[src/rtl/alu_seq.sv]
// alu_seq - handshaked, multi-cycle ALU with an architectural NZCV flag register.
//
// One operation is accepted per transaction on the in_valid/in_ready channel.
// Its result and C/V/N/Z flags are returned on the out_valid/out_ready channel.
// Single-cycle operations complete on the accept edge. MUL (and DIVU when the
// divider is built) iterate one bit per cycle in BUSY for WIDTH cycles.
//
// Parameters:
//   WIDTH  operand/result width (>= 4, power of two)
//   SHW    shift-amount width, derived as $clog2(WIDTH)
//
// Ports:
//   clk, rst_n             rising-edge clock, synchronous active-low reset
//   in_valid / in_ready    operation handshake
//   op, operand1, operand2 opcode and operands (operand2 also gives the shift amount)
//   set_flags              load the flag register when this operation completes
//   out_valid / out_ready  result handshake
//   result, carry, overflow, negative, zero, illegal   per-operation outputs
//   flag_c, flag_v, flag_n, flag_z                     architectural flag register
//
// Build option:
//   ALU_SEQ_DIVIDER_EN  when defined, opcode 1100 (DIVU) is a restoring unsigned
//                       divider. When undefined, 1100 is illegal and no divider
//                       logic exists.

module alu_seq #(
    parameter int WIDTH = 16
) (
    input  logic             clk,
    input  logic             rst_n,
    input  logic             in_valid,
    output logic             in_ready,
    input  logic [3:0]       op,
    input  logic [WIDTH-1:0] operand1,
    input  logic [WIDTH-1:0] operand2,
    input  logic             set_flags,
    output logic             out_valid,
    input  logic             out_ready,
    output logic [WIDTH-1:0] result,
    output logic             carry,
    output logic             overflow,
    output logic             negative,
    output logic             zero,
    output logic             illegal,
    output logic             flag_c,
    output logic             flag_v,
    output logic             flag_n,
    output logic             flag_z
);

    localparam int SHW = $clog2(WIDTH);

    localparam logic [1:0] S_IDLE = 2'd0;
    localparam logic [1:0] S_BUSY = 2'd1;
    localparam logic [1:0] S_DONE = 2'd2;

    localparam logic [3:0] OP_ADD  = 4'b0000;
    localparam logic [3:0] OP_SUB  = 4'b0001;
    localparam logic [3:0] OP_AND  = 4'b0010;
    localparam logic [3:0] OP_OR   = 4'b0011;
    localparam logic [3:0] OP_XOR  = 4'b0100;
    localparam logic [3:0] OP_NOT  = 4'b0101;
    localparam logic [3:0] OP_PASS = 4'b0110;
    localparam logic [3:0] OP_ADC  = 4'b0111;
    localparam logic [3:0] OP_SHL  = 4'b1000;
    localparam logic [3:0] OP_SHR  = 4'b1001;
    localparam logic [3:0] OP_ASR  = 4'b1010;
    localparam logic [3:0] OP_MUL  = 4'b1011;
`ifdef ALU_SEQ_DIVIDER_EN
    localparam logic [3:0] OP_DIVU = 4'b1100;
`endif

    localparam logic [SHW-1:0] CNT_LAST = SHW'(WIDTH - 1);

    // Two's-complement overflow: operands agree in sign, sum disagrees.
    function automatic logic add_ovf(input logic a_msb, input logic b_msb, input logic s_msb);
        return (a_msb == b_msb) && (s_msb != a_msb);
    endfunction

    logic [1:0]       state_r;
    logic [SHW-1:0]   cnt_r;
    logic             set_flags_r;
    logic [WIDTH-1:0] acc_hi_r;
    logic [WIDTH-1:0] acc_lo_r;
    logic [WIDTH-1:0] mcand_r;
    logic [WIDTH-1:0] result_r;
    logic             carry_r;
    logic             overflow_r;
    logic             negative_r;
    logic             zero_r;
    logic             illegal_r;
    logic             flag_c_r;
    logic             flag_v_r;
    logic             flag_n_r;
    logic             flag_z_r;
`ifdef ALU_SEQ_DIVIDER_EN
    logic             is_div_r;
    logic             div_s;
    logic [WIDTH:0]   rem_sh_s;
    logic [WIDTH:0]   diff_s;
`endif

    logic [WIDTH-1:0] add_b_s;
    logic             add_cin_s;
    logic [WIDTH:0]   sum_s;
    logic [SHW-1:0]   amt_s;
    logic [WIDTH:0]   shl_s;
    logic [WIDTH:0]   shr_s;
    logic [WIDTH:0]   asr_s;
    logic [WIDTH-1:0] res_s;
    logic             c_s;
    logic             v_s;
    logic             n_s;
    logic             z_s;
    logic             ill_s;
    logic             multi_s;
    logic [WIDTH:0]   mul_sum_s;
    logic [WIDTH-1:0] hi_nxt_s;
    logic [WIDTH-1:0] lo_nxt_s;

    // Adder operand selection: SUB inverts operand2 with carry-in 1, ADC takes the stored carry.
    always_comb begin
        add_b_s   = operand2;
        add_cin_s = 1'b0;
        case (op)
            OP_SUB: begin
                add_b_s   = ~operand2;
                add_cin_s = 1'b1;
            end
            OP_ADC: begin
                add_b_s   = operand2;
                add_cin_s = flag_c_r;
            end
            default: begin
                add_b_s   = operand2;
                add_cin_s = 1'b0;
            end
        endcase
        sum_s = {1'b0, operand1} + {1'b0, add_b_s} + {{WIDTH{1'b0}}, add_cin_s};
    end

    // Shifters carry one extra bit so the last bit shifted out falls into a fixed position
    // and is naturally 0 for a zero shift amount.
    always_comb begin
        amt_s = operand2[SHW-1:0];
        shl_s = {1'b0, operand1} << amt_s;
        shr_s = {operand1, 1'b0} >> amt_s;
        asr_s = $unsigned($signed({operand1, 1'b0}) >>> amt_s);
    end

    // Single-cycle result/flag decode, plus selection of the iterative path.
    always_comb begin
        res_s   = {WIDTH{1'b0}};
        c_s     = 1'b0;
        v_s     = 1'b0;
        n_s     = 1'b0;
        ill_s   = 1'b0;
        multi_s = 1'b0;
`ifdef ALU_SEQ_DIVIDER_EN
        div_s   = 1'b0;
`endif
        case (op)
            OP_ADD, OP_SUB, OP_ADC: begin
                res_s = sum_s[WIDTH-1:0];
                c_s   = sum_s[WIDTH];
                v_s   = add_ovf(operand1[WIDTH-1], add_b_s[WIDTH-1], sum_s[WIDTH-1]);
                n_s   = sum_s[WIDTH-1];
            end
            OP_AND:  res_s = operand1 & operand2;
            OP_OR:   res_s = operand1 | operand2;
            OP_XOR:  res_s = operand1 ^ operand2;
            OP_NOT:  res_s = ~operand2;
            OP_PASS: res_s = operand2;
            OP_SHL: begin
                res_s = shl_s[WIDTH-1:0];
                c_s   = shl_s[WIDTH];
                n_s   = shl_s[WIDTH-1];
            end
            OP_SHR: begin
                res_s = shr_s[WIDTH:1];
                c_s   = shr_s[0];
                n_s   = shr_s[WIDTH];
            end
            OP_ASR: begin
                res_s = asr_s[WIDTH:1];
                c_s   = asr_s[0];
                n_s   = asr_s[WIDTH];
            end
            OP_MUL: multi_s = 1'b1;
`ifdef ALU_SEQ_DIVIDER_EN
            OP_DIVU: begin
                // Divide by zero short-circuits to all ones in a single cycle.
                if (operand2 == {WIDTH{1'b0}}) begin
                    res_s = {WIDTH{1'b1}};
                    v_s   = 1'b1;
                    n_s   = 1'b1;
                end else begin
                    multi_s = 1'b1;
                    div_s   = 1'b1;
                end
            end
`endif
            default: ill_s = 1'b1;
        endcase
        z_s = ~ill_s & ~(|res_s);
    end

    // One iteration step: shift-add multiply on {acc_hi, acc_lo}, or restoring divide
    // with acc_hi as remainder and acc_lo shifting dividend out / quotient in.
    always_comb begin
        mul_sum_s = {1'b0, acc_hi_r} + (acc_lo_r[0] ? {1'b0, mcand_r} : {(WIDTH+1){1'b0}});
`ifdef ALU_SEQ_DIVIDER_EN
        rem_sh_s = {acc_hi_r, acc_lo_r[WIDTH-1]};
        diff_s   = rem_sh_s - {1'b0, mcand_r};
        if (is_div_r) begin
            if (!diff_s[WIDTH]) begin
                hi_nxt_s = diff_s[WIDTH-1:0];
                lo_nxt_s = {acc_lo_r[WIDTH-2:0], 1'b1};
            end else begin
                hi_nxt_s = rem_sh_s[WIDTH-1:0];
                lo_nxt_s = {acc_lo_r[WIDTH-2:0], 1'b0};
            end
        end else begin
            {hi_nxt_s, lo_nxt_s} = {mul_sum_s, acc_lo_r[WIDTH-1:1]};
        end
`else
        {hi_nxt_s, lo_nxt_s} = {mul_sum_s, acc_lo_r[WIDTH-1:1]};
`endif
    end

    // Control FSM, iteration datapath, output registers and flag register.
    always_ff @(posedge clk) begin
        if (!rst_n) begin
            state_r     <= S_IDLE;
            cnt_r       <= {SHW{1'b0}};
            set_flags_r <= 1'b0;
            acc_hi_r    <= {WIDTH{1'b0}};
            acc_lo_r    <= {WIDTH{1'b0}};
            mcand_r     <= {WIDTH{1'b0}};
            result_r    <= {WIDTH{1'b0}};
            carry_r     <= 1'b0;
            overflow_r  <= 1'b0;
            negative_r  <= 1'b0;
            zero_r      <= 1'b0;
            illegal_r   <= 1'b0;
            flag_c_r    <= 1'b0;
            flag_v_r    <= 1'b0;
            flag_n_r    <= 1'b0;
            flag_z_r    <= 1'b0;
`ifdef ALU_SEQ_DIVIDER_EN
            is_div_r    <= 1'b0;
`endif
        end else begin
            case (state_r)
                S_IDLE: begin
                    if (in_valid) begin
                        set_flags_r <= set_flags;
                        if (multi_s) begin
                            state_r  <= S_BUSY;
                            cnt_r    <= {SHW{1'b0}};
                            mcand_r  <= operand2;
                            acc_hi_r <= {WIDTH{1'b0}};
                            acc_lo_r <= operand1;
`ifdef ALU_SEQ_DIVIDER_EN
                            is_div_r <= div_s;
`endif
                        end else begin
                            state_r    <= S_DONE;
                            result_r   <= res_s;
                            carry_r    <= c_s;
                            overflow_r <= v_s;
                            negative_r <= n_s;
                            zero_r     <= z_s;
                            illegal_r  <= ill_s;
                            if (set_flags && !ill_s) begin
                                flag_c_r <= c_s;
                                flag_v_r <= v_s;
                                flag_n_r <= n_s;
                                flag_z_r <= z_s;
                            end
                        end
                    end
                end
                S_BUSY: begin
                    acc_hi_r <= hi_nxt_s;
                    acc_lo_r <= lo_nxt_s;
                    cnt_r    <= cnt_r + SHW'(1'b1);
                    if (cnt_r == CNT_LAST) begin
                        // Final step: low half is product/quotient, high half is
                        // product overflow/remainder; either nonzero sets carry.
                        state_r    <= S_DONE;
                        result_r   <= lo_nxt_s;
                        carry_r    <= |hi_nxt_s;
                        overflow_r <= 1'b0;
                        negative_r <= lo_nxt_s[WIDTH-1];
                        zero_r     <= ~(|lo_nxt_s);
                        illegal_r  <= 1'b0;
                        if (set_flags_r) begin
                            flag_c_r <= |hi_nxt_s;
                            flag_v_r <= 1'b0;
                            flag_n_r <= lo_nxt_s[WIDTH-1];
                            flag_z_r <= ~(|lo_nxt_s);
                        end
                    end
                end
                S_DONE: begin
                    if (out_ready) begin
                        state_r <= S_IDLE;
                    end
                end
                default: state_r <= S_IDLE;
            endcase
        end
    end

    // in_ready is gated by rst_n so it reads 0 for the whole time reset is applied.
    assign in_ready  = rst_n & (state_r == S_IDLE);
    assign out_valid = (state_r == S_DONE);
    assign result    = result_r;
    assign carry     = carry_r;
    assign overflow  = overflow_r;
    assign negative  = negative_r;
    assign zero      = zero_r;
    assign illegal   = illegal_r;
    assign flag_c    = flag_c_r;
    assign flag_v    = flag_v_r;
    assign flag_n    = flag_n_r;
    assign flag_z    = flag_z_r;

endmodule

[config.mk]
export PLATFORM = sky130hd
export DESIGN_NAME = alu_seq
export DESIGN_NICKNAME = d
export VERILOG_FILES = /design/src/rtl/alu_seq.sv
export SDC_FILE = /design/constraint.sdc
export NUM_CORES = 1
export LEC_CHECK = 0
export CORE_ASPECT_RATIO = 1.1
export CORE_MARGIN = 10
export CORE_UTILIZATION = 30
export CTS_BUF_LIST = sky130_fd_sc_hd__clkbuf_4
export CTS_CLUSTER_DIAMETER = 200
export CTS_CLUSTER_SIZE = 8
export DETAILED_ROUTE_END_ITERATION = 6
export HOLD_SLACK_MARGIN = 0.15
export RECOVER_POWER = 50
export SKIP_LAST_GASP = 1
export SYNTH_ARGS = -nofsm -noshare
export SYNTH_HDL_FRONTEND = slang
export SYNTH_SLANG_ARGS = --single-unit
export TNS_END_PERCENT = 10
[constraint.sdc]
create_clock -name clk -period 5.2 [get_ports clk]
set_input_delay 1.04 -clock clk [delete_from_list [all_inputs] [get_ports clk]]
set_output_delay 1.04 -clock clk [all_outputs]
set_load 0.02 [all_outputs]
==> results of run 1 <==
## routing by layer
layer / wire length (um) / vias to the layer above
met3: 2050 / 64
met4: 1010 / 0
met2: 14300 / 323
met5: 0 / -
li1: - / 4086
met1: 13900 / 4124
## sequential cells by signal (all words and copies together), names as in the netlist
signal and flops:
acc_hi_r 16, acc_lo_r 16, carry 1, cnt_r 4
flag_c 1, flag_n 1, flag_v 1, flag_z 1
illegal 1, mcand_r 16, negative 1, overflow 1
result 16, set_flags_r 1, state_r 2, zero 1
## worst register-to-register path, delay by kind of cell, from the launching register on
kind	cells	cell delay (ns)
compound gates	6	1.79
simple gates	3	0.48
fa+ha+maj	2	0.94
flops	1	0.43
xor+xnor	1	0.11
## per-stage QoR
stage / std cells / setup slack [ns] / utilization [%]
floorplan: 1077 / 0.242 / -
global placement: 1466 / 0.155 / 34.7
detailed placement: 1466 / 0.116 / 34.7
CTS: 1482 / 0.547 / 35.2
global route: 1483 / 0.230 / 35.2
finish: 1483 / 0.433 / 35.2
## power groups by stage
stage          Combinational (mW)  Sequential [mW]  Clock (mW)
3_3_place_gp                0.650            0.662           0
5_1_grt                     0.711            0.651       0.410
6_report                    0.663            0.648       0.379
2_1_floorplan               0.396            0.672           0
4_1_cts                     0.658            0.649       0.387
3_5_place_dp                0.655            0.662           0
## cell families (layout without fill, tap and decap cells)
logic type               count (synthesis)  after routing
AND/OR/NAND/NOR                        405            405
AO/OA/AOI/OAI                          309            309
buffers and inverters                  126            174
flip-flops                              80             80
adder cells (fa/ha/maj)                 68             68
multiplexers                            51             51
XOR/XNOR                                38             38
other                                    0              1
## path summary, 6_finish.rpt
| check | startpoint | slack [ns] | end | cells past startpoint |
|---|---|---|---|---|
| min reg2reg | mcand_r[2]$_SDFFE_PN0P_ | 0.46 | mcand_r[2]$_SDFFE_PN0P_ | 2 |
| max | op[0] | 0.43 | zero$_SDFFE_PN0P_ | 14 |
| max reg2reg | flag_c$_SDFFE_PN0P_ | 1.38 | zero$_SDFFE_PN0P_ | 12 |
| min | mcand_r[2]$_SDFFE_PN0P_ | 0.46 | mcand_r[2]$_SDFFE_PN0P_ | 2 |
## area by class of cell
type / count / area, sq um
Fill cell: 2895 / 17500
Multi-Input combinational cell: 871 / 6150
Sequential cell: 80 / 1600
Timing Repair Buffer: 114 / 1010
Tap cell: 357 / 447
Inverter: 44 / 165
Clock inverter: 7 / 70.1
Clock buffer: 9 / 67.6
Antenna cell: 1 / 2.50
## layout by cell type (no fill, tap or decap), drive strengths merged, types with 18 or more instances in the layout
master / n
mux4: 22
buf: 47
nand3: 35
o21ai: 42
a311oi: 18
xnor2: 29
nor3: 25
a21oi: 78
inv: 44
a211oi: 30
ha: 65
dlygate4sd3: 28
clkdlybuf4s50: 37
dfxtp: 80
nor2: 115
nand2: 122
and2: 23
==> results.ini, run 1 <==
[global_route]
global_route.overflow_total = 0
grt-busiest-layer = met2
grtUsageMet3_pct = 2.73
grt_pass1_wl_um = 48100
use_met1_pct = 23.2
antenna_found_initial = 1
grt_util_all_layers_pct = 17.4
grt_max_degree = 47
grt_pass1_vias = 8152
met2_usage_pct = 27.4

[power]
p_sw_uw = 647
ir_worst_vdd_mv = 0.115
p_seq_share_pct = 38.3
swShare_pct = 38.3
cellInternalPower_mw = 1.04
comb_power_share_pct = 39.2
p_total_mw = 1.69
powerDensity_nw_per_um2 = 178
p_clk_share_pct = 22.4
leakage_nw = 3.76

[floorplanning]
core_sq_um = 27000
fp.dieW_um = 178
start_util_pct = 30.6
die_area_sq_um = 34600
die_y_um = 194
rows = 63
io_pins = 68

[clock_tree]
path_clk_slew_ns = 0.12
numCtsBuffers = 9
root_buffer = clkbuf_4
cts_tree = yes
cts_num_sinks = 80
cts_hold_buffers = 0
clkLatencyLatePin_ns = 0.45
htree_num_levels = 3
cts_resized = 0
cts_setup_buffers = 0
clk_path_buf_depth = 2

[synth]
synth_top_family_by_area = compound AO/OA/AOI/OAI gates
synth_ff_type = dfxtp_1
synthCells = 1077
synth_fp_nets = 1186
synth-seq-cells = 80
yosysWarnings = 0
synth.most_common_cell = nand2_1
yosys.area_share.adder_pct = 10.6
synth_edf_count = 0
muxShareOfSynthArea_pct = 10.2
synth-async-reset-ratio_pct = 0
yosys.area_share.simple_pct = 23.4
synth_compound_area_share_pct = 25.9
syn_avg_cell_area_sq_um = 7.68
synth_cell_type_count = 84
synth_top_area_share_pct = 19.4
syn-cell-area_sq_um = 8270
synth_top_cell_by_area = dfxtp_1
synth_area_leaders = dfxtp_1 (19%), ha_1 (9.8%), nand2_1 (5.5%)
synth_common_cells = nand2_1 (122), nor2_1 (115), dfxtp_1 (80)
synth_xor_area_share_pct = 4.02
synth.yosys.seq_area_share_pct = 19.4

[outcome]
violations = max-capacitance violations, max-slew violations
status = finished, violations left

[worst_setup_path]
crit_type = in2reg
critical_path_arrival_ns = 5.13
worst_path_max_delay_cell = a2111oi_0
crit_chain = clkdlybuf4s50_1, inv_2, nor4_4, xnor2_1, fa_1, fa_1, a211oi_1, o21ai_1, a41oi_2, xnor2_1, a2111oi_0, and3_1, nand3_1, a31oi_1
slowest_delay_ns = 0.67
crit_family = compound AO/OA/AOI/OAI gates
worstPathRequired_ns = 5.57
critical_path_peak_fanout = 3
critPathCaptureType = flip-flop
cp-start-kind = input port
cp.buffers_inverters = 2

[sta]
fin_hold_ws_ns = 0.459
clock.fmax_mhz = 210
rsz0062_at_grt = false
min_period_ns = 4.77
skew_ns = 0.0247
finalHoldViolations = 0
setup_tns_ns = 0
final-setup-viol-count = 0
worst_pin_slew_ns = 2.10
period_share_pct = 91.7
slew_headroom_pct = -40.2
final-max-slew-violation-count = 78

[place]
dpl.hpwl_um = 23500
dpl_cell_area_sq_um = 9370
port_buffers = 67
place_congestion = 0.984

[detailed_routing]
drt_first_pass_iters = 7
ant_nets = 0
drc = 0
routed_wl_um = 31200
viasPerCell = 5.80
drt_iter0_markers = 827
routed-via-count = 8597
wl_per_cell_um = 21.1

[cells_and_area]
stdcell_area_sq_um = 9510
drive_above_1_share_pct = 10.0
area_growth_pct = 14.9
nets = 1229

[flow_run]
maxCapViolations = 2

[min_path]
worstHoldPathType = reg2reg

(Power assumes the default switching activity.)
==> run 2: changes to the inputs <==
--- a/config.mk
+++ b/config.mk
@@ -9,7 +9,7 @@
 export CORE_MARGIN = 10
 export CORE_UTILIZATION = 30
 export CTS_BUF_LIST = sky130_fd_sc_hd__clkbuf_4
-export CTS_CLUSTER_DIAMETER = 200
+export CTS_CLUSTER_DIAMETER = 120
 export CTS_CLUSTER_SIZE = 8
 export DETAILED_ROUTE_END_ITERATION = 6
 export HOLD_SLACK_MARGIN = 0.15
==> results of run 2 <==
No change in the layout: final DEF, timing and power equal those of run 1.
